--- src/rtl/vga_timing_receiver.sv ---
// rtl/vga_timing_receiver.sv - recovers VGA position, line/frame length and lock from hsync/vsync
module vga_timing_receiver #(
  parameter int H_TOTAL    = 800,
  parameter int H_SYNC     = 96,
  parameter int H_BP       = 48,
  parameter int H_ACTIVE   = 640,
  parameter int V_TOTAL    = 525,
  parameter int V_SYNC     = 2,
  parameter int V_BP       = 33,
  parameter int V_ACTIVE   = 480,
  parameter int LOCK_LINES = 4,
  parameter int CW         = 13
) (
  input  logic          clk,
  input  logic          rst,
  input  logic          hsync_in,
  input  logic          vsync_in,
  output logic [CW-1:0] hcount,
  output logic [CW-1:0] vcount,
  output logic [CW-1:0] line_len,
  output logic [CW-1:0] frame_lines,
  output logic          locked,
  output logic          de,
  output logic [CW-1:0] pixel_x,
  output logic [CW-1:0] pixel_y,
  output logic          frame_start
);

  localparam int MW = $clog2(LOCK_LINES + 1);

  localparam logic [1:0] SEARCH = 2'd0;
  localparam logic [1:0] CHECK  = 2'd1;
  localparam logic [1:0] LOCKED = 2'd2;

  localparam logic [CW-1:0] CNT_MAX   = '1;
  localparam logic [CW-1:0] H_TOT     = CW'(H_TOTAL);
  localparam logic [CW-1:0] H_TIMEOUT = CW'(2 * H_TOTAL - 1);
  localparam logic [CW-1:0] H_START   = CW'(H_SYNC + H_BP);
  localparam logic [CW-1:0] H_END     = CW'(H_SYNC + H_BP + H_ACTIVE);
  localparam logic [CW-1:0] V_START   = CW'(V_SYNC + V_BP);
  localparam logic [CW-1:0] V_END     = CW'(V_SYNC + V_BP + V_ACTIVE);
  localparam logic [MW-1:0] LOCK_CNT  = MW'(LOCK_LINES);

  if (H_SYNC + H_BP + H_ACTIVE > H_TOTAL || V_SYNC + V_BP + V_ACTIVE > V_TOTAL) begin : g_bad_timing
    $error("active window does not fit inside the total timing");
  end

  // [0],[1] synchronise the async input, [2] holds the previous synchronised value
  logic [2:0] hs_sync;
  logic [2:0] vs_sync;
  logic       hs_fall;
  logic       vs_fall;

  always_ff @(posedge clk or posedge rst) begin
    if (rst) begin
      hs_sync <= 3'b111;
      vs_sync <= 3'b111;
    end else begin
      hs_sync <= {hs_sync[1:0], hsync_in};
      vs_sync <= {vs_sync[1:0], vsync_in};
    end
  end

  assign hs_fall = hs_sync[2] & ~hs_sync[1];
  assign vs_fall = vs_sync[2] & ~vs_sync[1];

  logic [CW-1:0] hcount_inc;
  logic [CW-1:0] vcount_inc;
  logic          line_ok;
  logic          timeout;

  assign hcount_inc = hcount + 1'b1;
  assign vcount_inc = vcount + 1'b1;
  assign line_ok    = (hcount_inc == H_TOT);
  assign timeout    = (hcount == H_TIMEOUT) & ~hs_fall;

  always_ff @(posedge clk or posedge rst) begin
    if (rst) begin
      hcount   <= '0;
      line_len <= '0;
    end else if (hs_fall) begin
      hcount   <= '0;
      line_len <= hcount_inc;
    end else if (hcount != CNT_MAX) begin
      hcount <= hcount_inc;
    end
  end

  // A vsync edge only marks the frame; the frame actually starts on the next line edge
  logic pending;

  always_ff @(posedge clk or posedge rst) begin
    if (rst) begin
      vcount      <= '0;
      frame_lines <= '0;
      pending     <= 1'b0;
      frame_start <= 1'b0;
    end else begin
      frame_start <= 1'b0;
      if (hs_fall) begin
        if (pending | vs_fall) begin
          vcount      <= '0;
          frame_lines <= vcount_inc;
          pending     <= 1'b0;
          frame_start <= locked;
        end else if (vcount != CNT_MAX) begin
          vcount <= vcount_inc;
        end
      end else if (vs_fall) begin
        pending <= 1'b1;
      end
    end
  end

  logic [1:0]    state;
  logic [MW-1:0] match_cnt;

  always_ff @(posedge clk or posedge rst) begin
    if (rst) begin
      state     <= SEARCH;
      match_cnt <= '0;
      locked    <= 1'b0;
    end else begin
      case (state)
        SEARCH: begin
          if (hs_fall) begin
            state     <= CHECK;
            match_cnt <= '0;
          end
        end
        CHECK: begin
          if (hs_fall) begin
            if (line_ok) begin
              match_cnt <= match_cnt + 1'b1;
              if (match_cnt + 1'b1 == LOCK_CNT) begin
                state  <= LOCKED;
                locked <= 1'b1;
              end
            end else begin
              match_cnt <= '0;
            end
          end else if (timeout) begin
            state <= SEARCH;
          end
        end
        LOCKED: begin
          if ((hs_fall & ~line_ok) | timeout) begin
            state  <= SEARCH;
            locked <= 1'b0;
          end
        end
        default: begin
          state  <= SEARCH;
          locked <= 1'b0;
        end
      endcase
    end
  end

  logic h_act;
  logic v_act;
  logic de_next;

  assign h_act   = (hcount >= H_START) && (hcount < H_END);
  assign v_act   = (vcount >= V_START) && (vcount < V_END);
  assign de_next = locked & h_act & v_act;

  always_ff @(posedge clk or posedge rst) begin
    if (rst) begin
      de      <= 1'b0;
      pixel_x <= '0;
      pixel_y <= '0;
    end else begin
      de      <= de_next;
      pixel_x <= de_next ? hcount - H_START : '0;
      pixel_y <= de_next ? vcount - V_START : '0;
    end
  end

endmodule

--- config.mk ---
export PLATFORM = sky130hd
export DESIGN_NAME = vga_timing_receiver
export DESIGN_NICKNAME = d
export VERILOG_FILES = /design/src/rtl/vga_timing_receiver.sv
export SDC_FILE = /design/constraint.sdc
export NUM_CORES = 1
export LEC_CHECK = 0
export ABC_AREA = 0
export CORE_MARGIN = 2
export CORE_UTILIZATION = 52
export DETAILED_ROUTE_END_ITERATION = 7
export GPL_TIMING_DRIVEN = 0
export HOLD_SLACK_MARGIN = 0.06
export PLACE_DENSITY_LB_ADDON = 0.05
export SLEW_MARGIN = 5
export SYNTH_ARGS = -nofsm -noshare
export SYNTH_HDL_FRONTEND = slang
export SYNTH_SLANG_ARGS = --single-unit
--- constraint.sdc ---
create_clock -name clk -period 3.7 [get_ports clk]
set_clock_uncertainty 0.15 [all_clocks]
set_input_delay 0.74 -clock clk [delete_from_list [all_inputs] [get_ports clk]]
set_output_delay 0.74 -clock clk [all_outputs]
set_load 0.03 [all_outputs]
=== After elaboration in Yosys (flattened, before gate mapping) ===
Cells that the tools add are included.

* Register bits: 93
* Bits in latches: 0
* Memories: 0
* Logic and storage cells: 92
* Bits in writable memories: 0
* Bits in read-only memories: 0

* Shift-type cells: 0
* Bitwise operators: 13
* Order comparisons: 4
* Muxes and demuxes: 27
* Reductions and logical operators: 13
* $add $sub $neg: 5
* $mul: 0
* Eq/ne operators: 16
* Divide/modulo/power cells: 0

{| class="wikitable"
|+ Operators by type and width
! kind !! count
|-
| 13-bit 2-to-1 mux || 6
|-
| 13-bit by 1-bit adder with 13-bit output, second input constant || 2
|-
| 13-bit by 10-bit < comparator with 1-bit output, second input constant || 2
|-
| 13-bit inequality test, second input constant || 2
|-
| 13-bit by 10-bit equality test with 1-bit output, second input constant || 1
|-
| 13-bit by 11-bit equality test with 1-bit output, second input constant || 1
|-
| 13-bit by 6-bit >= comparator with 1-bit output, second input constant || 1
|-
| 13-bit by 8-bit >= comparator with 1-bit output, second input constant || 1
|-
| 13-bit by 6-bit subtractor with 13-bit output, second input constant || 1
|-
| 13-bit by 8-bit subtractor with 13-bit output, second input constant || 1
|-
| 2-bit 2-to-1 mux || 6
|-
| 2-bit inequality test, second input constant || 5
|-
| 5-bit AND reduction || 2
|-
| 1-bit 2-to-1 mux || 9
|-
| 3-bit 2-to-1 mux || 3
|-
| 3-bit inequality test, second input constant || 3
|-
| 2-bit nonzero test || 4
|-
| 1-bit AND || 6
|-
| 2-bit one-hot mux with 3 select lines || 1
|-
| 3-bit one-hot mux with 2 select lines || 1
|-
| 2-bit AND reduction || 3
|-
| 1-bit NOT || 5
|-
| 3-bit by 1-bit adder with 3-bit output, second input constant || 1
|-
| 3-bit equality test, second input constant || 1
|-
| other kinds (8) || 10
|}

=== Depth between registers and ports, before layout ===
* Word-level depth: 7
* Mapped depth: 10
* Mapped depth without buffers: 8

=== Worst setup path after synthesis ===
No wires, ideal clock.

* Kind: flip-flop to flip-flop
* From: register hcount[0]
* To: register state[0]
* Arrival time: 2.291 ns
* Library setup time: 0.120 ns
* Clock period less this slack: 2.561 ns
* Buffers on the path: 0
* Data required time: 3.430 ns
* Cell stages (with the launch flop): 8
* Slack: 1.139 ns
* Cells stage by stage: dfrtp_1 ha_1 nand4_1 or4_1 o311a_1 nor3_2 a41o_1 a21oi_1

* Longest elaborated chain between the ends: 7
* Elaborated cells between the ends (all ways): 11
* Classes of those cells: add/sub (1); eq/ne (5); bitwise (4); reduce/logical (1)

{| class="wikitable"
|+ RTL lines
! what !! RTL line !! RTL
|-
| from (decl) || 18 || <nowiki>output logic [CW-1:0] hcount,</nowiki>
|-
| from (signal assigned) || 85 || <nowiki>hcount <= hcount_inc;</nowiki>
|-
| 13-bit by 1-bit adder with 13-bit output || 72 || <nowiki>assign hcount_inc = hcount + 1'b1;</nowiki>
|-
| 13-bit by 10-bit equality test with 1-bit output || 74 || <nowiki>assign line_ok = (hcount_inc == H_TOT);</nowiki>
|-
| 1-bit NOT || 147 || <nowiki>if ((hs_fall & ~line_ok) | timeout) begin</nowiki>
|-
| 1-bit AND || 147 ||
|-
| 1-bit bitwise OR || 147 ||
|-
| 2-bit inequality test (no source line) || - ||
|-
| 5-bit AND reduction (no source line) * || - ||
|-
| to (signal assigned) || 143 || <nowiki>state <= SEARCH;</nowiki>
|-
| to (signal assigned) || 148 || <nowiki>state <= SEARCH;</nowiki>
|-
| to (signal assigned) || 153 || <nowiki>state <= SEARCH;</nowiki>
|-
| to (decl) || 115 || <nowiki>logic [1:0] state;</nowiki>
|}

Mark *: on every way between the ends. The rest lies on a longest branch, timed or not.
A chain may end at the register's enable or synchronous reset.

=== Final worst setup path ===
Ends and elaborated chain as after synthesis.

==> out/qor.yml <==
run_status: "finished, final reports clean"
place.gp.congestion: 0.941
clock-root-buffer: "sky130_fd_sc_hd__clkbuf_8"
place_hpwl_um: 7190
number_of_antenna_violations_at_the_first_check_in_global_routing: 0
timing.hold.worst.class: "reg2reg"
asyncSetResetFlopFracSynth: 1.00
drc: 0
vias_in_the_first_global_route: 3254
placement_rows: 33
worst_ep_required_time_ns: 3.80
pin_count_of_the_biggest_net_entering_global_routing: 70
drv_slew: 0
internal_power_mw: 1.57
antenna_cells_inserted: 0
cts_max_path_buffers: 2
timing.critical_path.arrival_ns: 2.89
wire_per_inst_um: 15.1
number_of_routed_nets_with_antenna_violations: 0
max_clock_freq_mhz: 359
syn-num-nets: 458
total_switching_power_mw: 0.649
worst-path-max-fanout: 8
cts.sinks: 93
fin_nets: 554
synthDominantCellAreaShare: 0.504
io_buffer_count: 84
final_hold_viol_count: 0
post_cts_resized: 0
crit_type: "reg2reg"
die_y_um: 95.2
rr_worst_depth: 8
tightestPinTransition_ns: 0.761
synth-main-ff-cell: "sky130_fd_sc_hd__dfrtp_1"
core_box_area_um2: 8130
clkPwrFrac: 0.317
tritoncts_clock_tree: "built"
preCtsSetupSlack_ns: 0.982
synth.largest_area_cell: "sky130_fd_sc_hd__dfrtp_1"
final_worst_path_period_share: 0.752
synth.ff_latch_count: 93
io-pin-count: 85
die_width_um: 95.2
timing.final.ws_setup_ns: 0.918
synth_commonest_cells: "sky130_fd_sc_hd__dfrtp_1, sky130_fd_sc_hd__nor2_1, sky130_fd_sc_hd__nand2_1, sky130_fd_sc_hd__o21ai_0, sky130_fd_sc_hd__xnor2_1"
layout.filler_cells: 663
worst_hold_slack_ns: 0.210
synth_top_cells_by_area: "sky130_fd_sc_hd__dfrtp_1, sky130_fd_sc_hd__xnor2_1, sky130_fd_sc_hd__o21ai_0"
globalRoute.totalOverflow: 0
path_clk_slew_ns: 0.09
holdPathStages: 0
yosysMostFrequentCell: "sky130_fd_sc_hd__dfrtp_1"
timing.max_cap.violations: 0
peakVddDrop_mv: 0.265
cts.hold.buffers_added: 0
power.leakage_nw: 2.43
timing.final.setup_violations: 0
area_growth_syn_to_layout_pct: 28.0
yosys.cell_types.count: 45
total_power_mw: 2.22
powerDensity_nw_per_um2: 401
post_synth_inst_count: 447
groute.usage.overall: 0.232
initial_core_util: 0.531
yosys_warnings: 0
clock_insertion_delay_worst_skew_ns: 0.37
share_seq_of_total_power: 0.508
synth_enable_flop_cells: 0
fin_util: 0.681
die_area_um2: 9060
count_of_buffers_added_by_post_cts_timing_repair_for_setup: 0
post-route-min-period_ns: 2.78
route.final.wire_length_um: 9880
detailed_routing_iterations_pass_1: 4
switching_part_of_the_total: 0.293
synth_seq_area_share: 0.540
grt_setup_unrepaired: "false"
grt_pass1_wl_um: 16100
drive_gt1_frac: 0.0785
tritoncts.num_buffers: 9
dr_total_vias: 3473
initialDrtViolationCount: 149
syn-cell-area_um2: 4320
viasPerCell: 5.32
share_comb_of_total_power: 0.175
htree_levels: 3
critical_path.endpoint_type: "flip-flop"
timing.critical_path.from_type: "flip-flop"
timing.max_slew.rel_slack: 0.488
synth_area_per_cell_um2: 9.67
critical path, cell delays in order (launching register included):
cell and delay (ns):
sky130_fd_sc_hd__dfrtp_1 0.54, sky130_fd_sc_hd__ha_1 0.31, sky130_fd_sc_hd__and4_1 0.23, sky130_fd_sc_hd__clkbuf_1 0.26, sky130_fd_sc_hd__nand3_1 0.13, sky130_fd_sc_hd__a221o_1 0.36, sky130_fd_sc_hd__nor3_2 0.40, sky130_fd_sc_hd__a41o_1 0.24
sky130_fd_sc_hd__a21oi_1 0.06
path summary, 6_finish.rpt:
| kind | start | endpoint | slack (ns) |
|---|---|---|---|
| max | hcount[0] | state[0] | 0.92 |
| min | hs_sync[0] | hs_sync[1] | 0.21 |
| max reg2reg | hcount[0] | state[0] | 0.92 |
| min reg2reg | hs_sync[0] | hs_sync[1] | 0.21 |
| max in group asynchronous | rst | vs_sync[2] | 2.20 |
| min in group asynchronous | rst | frame_lines[9] | 0.54 |
cells in the final DEF, fill, tap and decap left out, types with 3 or more instances in the layout:
cell | Yosys | layout
sky130_fd_sc_hd__clkbuf_8 | 0 | 11
sky130_fd_sc_hd__o21ai_0 | 44 | 44
sky130_fd_sc_hd__nand2_1 | 49 | 49
sky130_fd_sc_hd__nor3_1 | 9 | 9
sky130_fd_sc_hd__dfstp_2 | 6 | 6
sky130_fd_sc_hd__nor2_1 | 52 | 52
sky130_fd_sc_hd__dfrtp_1 | 87 | 87
sky130_fd_sc_hd__inv_1 | 16 | 15
sky130_fd_sc_hd__and3_1 | 3 | 3
sky130_fd_sc_hd__nand4_1 | 4 | 4
sky130_fd_sc_hd__buf_6 | 4 | 4
sky130_fd_sc_hd__buf_2 | 7 | 7
sky130_fd_sc_hd__nor4_1 | 5 | 5
sky130_fd_sc_hd__a21oi_1 | 16 | 16
sky130_fd_sc_hd__clkbuf_1 | 21 | 21
sky130_fd_sc_hd__xnor2_1 | 28 | 28
sky130_fd_sc_hd__ha_1 | 7 | 7
sky130_fd_sc_hd__xor2_1 | 13 | 13
sky130_fd_sc_hd__clkdlybuf4s50_1 | 0 | 84
sky130_fd_sc_hd__o31ai_1 | 5 | 5
sky130_fd_sc_hd__o41ai_1 | 3 | 3
sky130_fd_sc_hd__nand3_1 | 21 | 21
sky130_fd_sc_hd__nand2b_1 | 5 | 5
sky130_fd_sc_hd__nor2b_1 | 6 | 6
sky130_fd_sc_hd__or3_1 | 5 | 5
sky130_fd_sc_hd__nor2_2 | 3 | 3
metrics by stage:
step,std cells,instance area [µm²],setup TNS [ns]
after floorplan,447,4320,0
after global placement,636,5300,-80.62
final,653,5540,0
after global routing,653,5540,0
after CTS,653,5540,0
after detailed placement,637,5330,0
cell type report:
cell class | instances | area [µm²] | area share
Buffer | 34 | 170 | 0.0307
Clock inverter | 5 | 58.8 | 0.0106
Timing Repair Buffer | 85 | 868 | 0.157
Tap cell | 105 | 131 | 0.0237
Sequential cell | 93 | 2330 | 0.422
Clock buffer | 11 | 151 | 0.0274
Inverter | 16 | 62.6 | 0.0113
Multi-Input combinational cell | 304 | 1760 | 0.318
kinds of logic after synthesis:
group                      Yosys count  share of synthesized area
AOI/OAI and AO/OA                   80                      0.108
buffers and inverters               50                     0.0533
and+or+nand+nor                    176                      0.195
xor gates and xnor gates            41                     0.0831
DFF                                 93                      0.540
adders and majority gates            7                     0.0203
per-layer routing:
layer	global-route usage	vias to the layer above	wire [µm]
met3	0.0490	9	545
li1	-	1698	-
met2	0.352	103	4570
met4	0.0749	0	123
met5	0	-	0
met1	0.335	1663	4650
sequential cells by signal, summed over array words and instances (netlist names), 3 cells and up:
signal	cells
frame_lines	13
hcount	13
line_len	13
pixel_x	13
pixel_y	13
vcount	13
hs_sync	3
match_cnt	3
vs_sync	3
power by group through the flow:
stage	clock network (mW)	logic (mW)	registers (mW)
2_1_floorplan	0	0.148	1.23
3_3_place_gp	0	0.381	1.14
3_5_place_dp	0	0.393	1.15
4_1_cts	0.715	0.393	1.13
5_1_grt	0.762	0.424	1.13
6_report	0.702	0.389	1.13
Power figures use the tool's default switching activity.
